[config.mk]
export PLATFORM = sky130hd
export DESIGN_NAME = vdecode_stage
export DESIGN_NICKNAME = d
export VERILOG_FILES = /design/src/rtl/vdecode_pkg.sv /design/src/rtl/vscoreboard.sv /design/src/rtl/vdecode_stage.sv
export SDC_FILE = /design/constraint.sdc
export NUM_CORES = 1
export LEC_CHECK = 0
export CORE_ASPECT_RATIO = 1.1
export CORE_MARGIN = 2
export CORE_UTILIZATION = 25
export DETAILED_ROUTE_END_ITERATION = 12
export PLACE_DENSITY = 0.56
export SLEW_MARGIN = 15
export SYNTH_ARGS = -nofsm -noshare
export SYNTH_HDL_FRONTEND = slang
export SYNTH_SLANG_ARGS = --single-unit
[constraint.sdc]
create_clock -name clk -period 3 [get_ports clk]
set_input_delay 0.6 -clock clk [delete_from_list [all_inputs] [get_ports clk]]
set_output_delay 0.6 -clock clk [all_outputs]
set_load 0.02 [all_outputs]
[src/rtl/vdecode_pkg.sv]
// Shared decode definitions: field offsets, opcodes, the decoded-word layout and
// the field extractor used by the decode stage and by its reference model.
package vdecode_pkg;
  localparam int OP_POS   = 0;
  localparam int COND_POS = 4;
  localparam int RVD_POS  = 5;
  localparam int RVS_POS  = 6;
  localparam int RN_POS   = 7;
  localparam int MAX_W    = 64;
  localparam int MAX_AW   = 8;

  typedef enum logic [3:0] {
    OP_ADD = 4'h0, OP_SUB, OP_AND, OP_OR, OP_XOR, OP_SHL, OP_SHR, OP_MUL,
    OP_ADDI, OP_SUBI, OP_LDI, OP_LD, OP_ST, OP_CMP, OP_BR, OP_SYS
  } opcode_e;

  typedef struct packed {
    opcode_e           op;
    logic              cond;
    logic              rvd;
    logic              rvs;
    logic [MAX_AW-1:0] rnd;
    logic [MAX_AW-1:0] rnsa;
    logic [MAX_AW-1:0] rnsb;
    logic [MAX_W-1:0]  imm;
    logic              use_imm;
    logic              illegal;
  } dec_t;

  // Bit 0 is the MSB, so a field at position pos sits (instr_w - pos - w) bits up.
  function automatic logic [MAX_W-1:0] field(input logic [MAX_W-1:0] instr, input int instr_w,
                                             input int pos, input int w);
    return (instr >> (instr_w - pos - w)) & ((64'd1 << w) - 64'd1);
  endfunction

  function automatic dec_t decode_fields(input logic [MAX_W-1:0] instr, input int instr_w,
                                         input int reg_aw, input int data_w,
                                         input logic [15:0] valid_mask,
                                         input logic [15:0] imm_mask, input bit imm_signed);
    dec_t             d;
    int               imm_w;
    logic [MAX_W-1:0] imask;
    logic [MAX_W-1:0] imm;
    imm_w  = instr_w - RN_POS - 3 * reg_aw;
    imask  = (64'd1 << imm_w) - 64'd1;
    d.op   = opcode_e'(4'(field(instr, instr_w, OP_POS, 4)));
    d.cond = 1'(field(instr, instr_w, COND_POS, 1));
    d.rvd  = 1'(field(instr, instr_w, RVD_POS, 1));
    d.rvs  = 1'(field(instr, instr_w, RVS_POS, 1));
    d.rnd  = MAX_AW'(field(instr, instr_w, RN_POS, reg_aw));
    d.rnsa = MAX_AW'(field(instr, instr_w, RN_POS + reg_aw, reg_aw));
    d.rnsb = MAX_AW'(field(instr, instr_w, RN_POS + 2 * reg_aw, reg_aw));
    imm    = instr & imask;
    if (imm_signed && ((imm >> (imm_w - 1)) & 64'd1) != 64'd0)
      imm = imm | ~imask;
    if (data_w < MAX_W)
      imm = imm & ((64'd1 << data_w) - 64'd1);
    d.imm     = imm;
    d.use_imm = imm_mask[d.op];
    d.illegal = !valid_mask[d.op];
    return d;
  endfunction
endpackage

[src/rtl/vscoreboard.sv]
// Pending-write scoreboard for the scalar and vector register files; a same-edge
// set and clear of one bit leaves it set, flush empties both files.
module vscoreboard #(
  parameter int NREG = 8,
  localparam int AW  = (NREG > 1) ? $clog2(NREG) : 1
) (
  input  logic            clk,
  input  logic            rst_n,
  input  logic            set,
  input  logic            set_vec,
  input  logic [AW-1:0]   set_rn,
  input  logic            clr,
  input  logic            clr_vec,
  input  logic [AW-1:0]   clr_rn,
  input  logic            flush,
  output logic [NREG-1:0] pend_s,
  output logic [NREG-1:0] pend_v
);
  logic [NREG-1:0] set_s, set_v, clr_s, clr_v;

  always_comb begin
    set_s = '0;
    set_v = '0;
    clr_s = '0;
    clr_v = '0;
    if (set) begin
      if (set_vec) set_v[set_rn] = 1'b1;
      else         set_s[set_rn] = 1'b1;
    end
    if (clr) begin
      if (clr_vec) clr_v[clr_rn] = 1'b1;
      else         clr_s[clr_rn] = 1'b1;
    end
  end

  always_ff @(posedge clk or negedge rst_n) begin
    if (!rst_n) begin
      pend_s <= '0;
      pend_v <= '0;
    end else if (flush) begin
      pend_s <= '0;
      pend_v <= '0;
    end else begin
      pend_s <= (pend_s & ~clr_s) | set_s;
      pend_v <= (pend_v & ~clr_v) | set_v;
    end
  end
endmodule

[src/rtl/vdecode_stage.sv]
// Registered instruction-decode stage: field split, illegal-op flag, RAW/WAW
// hazard stall against the register scoreboards, flush and stall counting.
module vdecode_stage
  import vdecode_pkg::*;
#(
  parameter int          INSTR_W       = 32,
  parameter int          REG_AW        = 3,
  parameter int          DATA_W        = 32,
  parameter logic [15:0] OP_VALID_MASK = 16'hFFFF,
  parameter logic [15:0] WR_MASK       = 16'hFFFF,
  parameter logic [15:0] IMM_MASK      = 16'h0000,
  parameter bit          IMM_SIGNED    = 1'b1
) (
  input  logic               clk,
  input  logic               rst_n,
  input  logic               in_valid,
  output logic               in_ready,
  input  logic [INSTR_W-1:0] in_instr,
  input  logic               flush,
  input  logic               wb_valid,
  input  logic               wb_vec,
  input  logic [REG_AW-1:0]  wb_rn,
  output logic               out_valid,
  input  logic               out_ready,
  output logic [3:0]         out_op,
  output logic               out_cond,
  output logic               out_rvd,
  output logic               out_rvs,
  output logic [REG_AW-1:0]  out_rnd,
  output logic [REG_AW-1:0]  out_rnsa,
  output logic [REG_AW-1:0]  out_rnsb,
  output logic [DATA_W-1:0]  out_imm,
  output logic               out_use_imm,
  output logic               out_illegal,
  output logic [15:0]        stall_cnt
);
  localparam int NREG = 2 ** REG_AW;

  dec_t              dec;
  logic [REG_AW-1:0] rnd, rnsa, rnsb;
  logic [NREG-1:0]   pend_s, pend_v, src_pend, dst_pend;
  logic              hazard, accept, writes, unused_bits;

  assign dec  = decode_fields(MAX_W'(in_instr), INSTR_W, REG_AW, DATA_W,
                              OP_VALID_MASK, IMM_MASK, IMM_SIGNED);
  assign rnd  = dec.rnd[REG_AW-1:0];
  assign rnsa = dec.rnsa[REG_AW-1:0];
  assign rnsb = dec.rnsb[REG_AW-1:0];
  assign unused_bits = ^{dec.rnd[MAX_AW-1:REG_AW], dec.rnsa[MAX_AW-1:REG_AW],
                         dec.rnsb[MAX_AW-1:REG_AW], dec.imm[MAX_W-1:DATA_W]};
  assign writes = WR_MASK[dec.op] && !dec.illegal;

  // Illegal ops never stall: they carry no real operands to wait for.
  always_comb begin
    src_pend = dec.rvs ? pend_v : pend_s;
    dst_pend = dec.rvd ? pend_v : pend_s;
    hazard   = 1'b0;
    if (in_valid && !dec.illegal)
      hazard = src_pend[rnsa] || (src_pend[rnsb] && !dec.use_imm) || (writes && dst_pend[rnd]);
  end

  assign in_ready = (!out_valid || out_ready) && !hazard && !flush;
  assign accept   = in_valid && in_ready;

  vscoreboard #(.NREG(NREG)) u_sb (
    .clk     (clk),
    .rst_n   (rst_n),
    .set     (accept && writes),
    .set_vec (dec.rvd),
    .set_rn  (rnd),
    .clr     (wb_valid),
    .clr_vec (wb_vec),
    .clr_rn  (wb_rn),
    .flush   (flush),
    .pend_s  (pend_s),
    .pend_v  (pend_v)
  );

  always_ff @(posedge clk or negedge rst_n) begin
    if (!rst_n) begin
      out_valid   <= 1'b0;
      out_op      <= '0;
      out_cond    <= 1'b0;
      out_rvd     <= 1'b0;
      out_rvs     <= 1'b0;
      out_rnd     <= '0;
      out_rnsa    <= '0;
      out_rnsb    <= '0;
      out_imm     <= '0;
      out_use_imm <= 1'b0;
      out_illegal <= 1'b0;
    end else if (flush) begin
      out_valid <= 1'b0;
    end else if (accept) begin
      out_valid   <= 1'b1;
      out_op      <= dec.op;
      out_cond    <= dec.cond;
      out_rvd     <= dec.rvd;
      out_rvs     <= dec.rvs;
      out_rnd     <= rnd;
      out_rnsa    <= rnsa;
      out_rnsb    <= rnsb;
      out_imm     <= dec.imm[DATA_W-1:0];
      out_use_imm <= dec.use_imm;
      out_illegal <= dec.illegal;
    end else if (out_ready) begin
      out_valid <= 1'b0;
    end
  end

  always_ff @(posedge clk or negedge rst_n) begin
    if (!rst_n)
      stall_cnt <= '0;
    else if (hazard && !flush && stall_cnt != 16'hFFFF)
      stall_cnt <= stall_cnt + 16'd1;
  end
endmodule

# After elaboration in Yosys (flattened, before gate mapping)
# Memory sizes are Yosys's and may differ from the RTL's.
# Cells that the tools add are included.
# W data, S select, Z words.
# totals
mem_bits_ro,32
out_inout_bits,68
ff_bits,83
n_memories,2
# op_classes
mux,29
bitwise,7
order_cmp,7
reduce_logical,21
eq_ne,1
addsub,1
# memory_table
memory,words,width,read_ports,rd_ports_with_merged_regs,wr,line_no,rtl
(name not given),16,1,1,0,0,vdecode_stage.sv:51,assign writes = WR_MASK[dec.op] && !dec.illegal;
(name not given),16,1,1,0,0,vdecode_pkg.sv:59,d.use_imm = imm_mask[d.op];
# ops
operator,count
$mux W8,12
$mux W32,1
$add A16 B1 Y16 const B,1
$and A8 B8 Y8,2
$lt A3 B4 Y1 const B,4
$ne A16 B16 Y1 const B,1
$not A8 Y8,2
$or A8 B8 Y8,2
$logic_and A1 B1 Y1,11
$mux W1,11
$bmux W1 S3,3
$demux W1 S3,2
$ge A3 B1 Y1 const B,2
$logic_not A1 Y1,5
$lt A4 B5 Y1 const B,1
$logic_or A1 B1 Y1,3
$reduce_bool A3 Y1,1
$reduce_and A2 Y1,1
$not A1 Y1,1

# Logic depth before layout (Yosys ltp)
# depth
depth_word,15
ltp_mapped,9
depth_no_buf,6

# Cells and area by module
# A second synthesis with hierarchy kept.
# hier_totals
cells_unflattened,276
area_unflattened_um2,3507.1
# modules_own_cells
mod,cells_each,seq_area_each_um2,area_per_inst_um2,n_inst
vdecode_stage,201,1226.2,2711.4,1
vscoreboard,75,400.4,795.8,1

# Worst setup path after synthesis
# Ideal clock, no wire load.
# synth_timing
path_type,input -> output
startpoint,input in_instr[20]
endpoint,output in_ready
stages,7
arrival_ns,2.652
setup_slack_ns,-0.252
required_ns,2.400
cell_sequence,clkbuf_1 mux2_2 a32o_1 nor4_1 nand3b_1 clkbuf_1 a21oi_1
# synth_via
elab_chain_len,8
# synth_lines
element,line_no,rtl
"start, declared",vdecode_stage.sv:18,"input logic [INSTR_W-1:0] in_instr,"
$bmux W1 S3,vdecode_stage.sv:59,hazard = src_pend[rnsa] || (src_pend[rnsb] && !dec.use_imm) || (writes && dst_pend[rnd]);
$mux W1 (not written as such),vdecode_stage.sv:59,
$logic_or A1 B1 Y1 (2 in a row),vdecode_stage.sv:59,
$mux W1,vdecode_stage.sv:58,if (in_valid && !dec.illegal)
$logic_not A1 Y1,vdecode_stage.sv:62,assign in_ready = (!out_valid || out_ready) && !hazard && !flush;
$logic_and A1 B1 Y1 (2 in a row),vdecode_stage.sv:62,
"end, declared",vdecode_stage.sv:17,"output logic in_ready,"
# Every way passes these cells. The select of a mux whose other input is x is not followed.

# Worst setup path after layout
# layout_timing
startpoint,input in_instr[25]
endpoint,output in_ready
# layout_via
elab_chain_len,10
# layout_lines
element,line_no,rtl
$mux W8 *,vdecode_stage.sv:55,src_pend = dec.rvs ? pend_v : pend_s;
$bmux W1 S3,vdecode_stage.sv:59,
$mux W1 (not written as such),vdecode_stage.sv:59,
$logic_and A1 B1 Y1,vdecode_stage.sv:59,
$logic_or A1 B1 Y1 * (2 in a row),vdecode_stage.sv:59,
$mux W1 *,vdecode_stage.sv:58,
$logic_not A1 Y1 *,vdecode_stage.sv:62,
$logic_and A1 B1 Y1 * (2 in a row),vdecode_stage.sv:62,
# Mark *: on every way between the ends. The rest lies on a longest branch, timed or not. The select of a mux whose other input is x is not followed.

==> parameters.txt <==
Parameter                              Value

Placement
  Post-DP Area    4747 sq um
  # port buffers    107
  GPL Wtd Cong    0.8485
  HPWL after detailed placement    7427 um

Synth
  Share of Yosys cell area claimed by the top area cell type    48.04%
  Synthesized area per cell    11.52 sq um
  Yosys top cell by area    dfrtp_1
  Post-synthesis register bit count    65
  FFs w/ async S/R, synth    100.0%
  Synthesized netlist cell count    294
  Number of synthesis warnings    0
  Cell types with the highest counts after synthesis    65 x dfrtp_1, 36 x mux2_2, 26 x nand2_1
  Cell types with the largest area share after synthesis    dfrtp_1 48%, mux2_2 12%, buf_4 4.0%
  Sequential cell area fraction in the yosys report    48.04%
  Library cells used by synthesis    42
  Number of enable-type register cells in the synthesized netlist    0
  Most common cell in the netlist    dfrtp_1
  Post-synthesis instance area    3386 sq um
  Leading register cell type out of synthesis    dfrtp_1

GRT
  Global Route Usage Sum    13.98%
  Global-route wire length before repair    15450 um
  GRT overflow    0
  Largest net degree at the start of global routing    28
  Initial antenna violation count    0
  Number of global-route vias before repair    3026

Outcome
  Result of the run    completed

Setup path
  Setup Crit Path Kind    in -> out
  Kind of end point of the critical path    primary output
  Critical Path RT    2.40 ns
  Kind of start point of the critical path    input port
  Number of buffers and inverters on the critical path    2
  Sequence of cells on the critical path    clkbuf_4 > mux4_1 > mux4_2 > nand3b_1 > a21oi_2 > buf_6
  Crit-path max cell delay    0.56 ns
  Slowest-stage cell, CP    mux4_1
  Family with the most delay on the worst path    multiplexers
  Critical path data arrival time    2.31 ns
  Largest fanout on the critical path    5

Job
  Max-cap check violation count    0

Floorplan
  I/O pin count    110
  X dimension of the die    115.0 um
  Number of rows in the core area    44
  Core Area    13210 sq um
  Initial cell density of the core    25.62%
  DIE HEIGHT    126.1 um
  Die Footprint    14490 sq um

Drt
  Detail Route Antenna Nets    0
  Average wire length per cell after detail routing    16.39 um
  Vias/cell    4.828
  Via count of the routed design    2829
  DRT iter0 DRCs    142
  Remaining routing DRC violations    0
  Sum of routed wire length over all layers    9605 um
  Number of optimization iterations in the first detailed-route pass    4

Clocking
  Clock root cell    clkbuf_16
  H-tree depth    3
  CTS tree    built
  Num CTS Buffers    9
  Clk slew on worst S/H paths    0.06 ns
  Hold buffer count at CTS    0
  Clock sinks    65
  Clock Path Buffers    2
  Insertion delay to the later sink of the worst-skew pair    0.33 ns

Timing
  Endpoints failing setup    0
  Max Clock Freq    343.7 MHz
  Post-route fraction of the period consumed by the critical path    96.99%
  Final number of hold-violating endpoints    0
  Minimum clock period after layout    2.910 ns
  Slew @ Worst Pin    0.5242 ns
  Clock Skew    0.005411 ns
  Setup repair after global routing missed its margin    false
  Max Transition Viols Final    0
  Post-Route Setup TNS    0 ns
  Worst rel slew slack    64.98%

Final layout
  Net count, final    463
  Share of layout cells above drive strength 1    26.59%
  Number of inserted filler cells in the final layout    1285
  Final standard cell area without fillers    5092 sq um
  Antenna fix cells    0
  Syn-to-layout area delta    50.41%

Worst hold path
  Hold/Removal Path Class    in -> async

Power and ir drop
  Peak supply drop    226.3 uV
  Static leakage power    0.002148 uW
  Cell Pwr Density    565.7 nW/um^2
## final cells by class
cell class	count	area [sq um]	share of cell area, %
clock inverters	4	51.30	1.007
well taps	161	201.4	3.956
clock buffers	12	256.5	5.037
inverters	2	7.507	0.1474
repair buffers	147	1364	26.78
multi-input cells	195	1585	31.13
flip-flops and latches	65	1627	31.94
## metal layers
metal | vias to the layer above | global-route usage (%) | part of all wire, %
met1 | 1370 | 16.08 | 41
met3 | 27 | 4.620 | 6.1
met4 | 0 | 7.300 | 4.2
met2 | 118 | 22.94 | 49
li1 | 1314 | - | -
met5 | - | 0 | 0
## power breakdown
| group | switching [uW] | total, uW | internal, uW |
|---|---|---|---|
| clock | 390 | 1080 | 688 |
| sequential | 63.8 | 1040 | 976 |
| combinational | 366 | 762 | 396 |
## timing repair
action,in CTS,in global routing
setup endpoints to repair,38,4
setup buffers,1,1
pin swaps,3,2
resized for setup,16,12
gates cloned,0,0
## cell families (layout without fill, tap and decap cells)
family,Yosys count,after routing,share of synthesized area (%)
flip-flops,65,65,48.04
adder cells (fa/ha/maj),1,1,0.3695
XOR/XNOR,13,13,3.363
other,1,2,0.1108
multiplexers,54,54,19.84
buffers and inverters,35,165,6.245
AO/OA/AOI/OAI,30,30,6.504
AND/OR/NAND/NOR,95,95,15.52
## worst register-to-register path: cells and delay by family (launching register included)
| family | cells | cell delay (ns) |
|---|---|---|
| muxes | 1 | 0.47 |
| AOI/OAI and AO/OA | 1 | 0.22 |
| and+or+nand+nor | 4 | 0.95 |
| DFF | 1 | 0.44 |
| buffers and inverters | 3 | 0.56 |
## registers in the layout (all words and copies together) (netlist names)
name and flops:
out_valid 1, out_rnsa 3, out_cond 1, stall_cnt 16, out_rvs 1, u_sb.pend_s 8
out_imm 16, out_rnsb 3, out_rvd 1, out_op 4, u_sb.pend_v 8, out_rnd 3
## worst paths after layout
kind | startpoint | endpoint | slack [ns] | cells past startpoint
setup / recovery | in_instr[25] | in_ready | 0.09 | 6
hold / removal | rst_n | out_imm[30] | 0.24 | 1
setup reg to reg | u_sb.pend_s[3] | u_sb.pend_v[4] | 0.28 | 9
hold reg to reg | stall_cnt[8] | stall_cnt[8] | 0.48 | 1
max in group asynchronous | rst_n | out_imm[5] | 2.01 | 2
min in group clk | stall_cnt[8] | stall_cnt[8] | 0.48 | 1
## stage by stage
step                      hold WS [ns]  instances  power (uW)  setup WS (ns)  util, %
after floorplan                 0.3044        295        1454        0.01355        -
after global placement          0.4803        568        1817        -0.8874    35.93
after detailed placement        0.4778        568        1825        -0.9158    35.93
after CTS                       0.2589        585        2931        0.01667    38.34
after global routing            0.2822        586        3030        0.01230    38.54
final                           0.2399        586        2881        0.09021    38.54
## cell usage in the layout, fill, tap and decap left out, types with 3 or more instances in the layout
cell type | synthesis | layout
clkdlybuf4s50_1 | 0 | 97
dfrtp_1 | 65 | 65
buf_4 | 18 | 39
mux2_2 | 36 | 36
nand2_1 | 26 | 25
nand3_1 | 14 | 14
xnor2_1 | 13 | 13
mux2i_1 | 12 | 12
nand4_1 | 11 | 11
o22ai_1 | 9 | 9
clkbuf_16 | 0 | 9
and3_1 | 8 | 8
nor2b_1 | 6 | 6
o32ai_1 | 6 | 5
nor2_1 | 5 | 5
nand2b_1 | 6 | 5
o21ai_0 | 5 | 5
nand3b_1 | 4 | 4
mux4_1 | 3 | 3
mux4_2 | 3 | 3
o22ai_2 | 3 | 3
dlymetal6s2s_1 | 0 | 3
No activity file was read; power rests on OpenSTA's default activity.
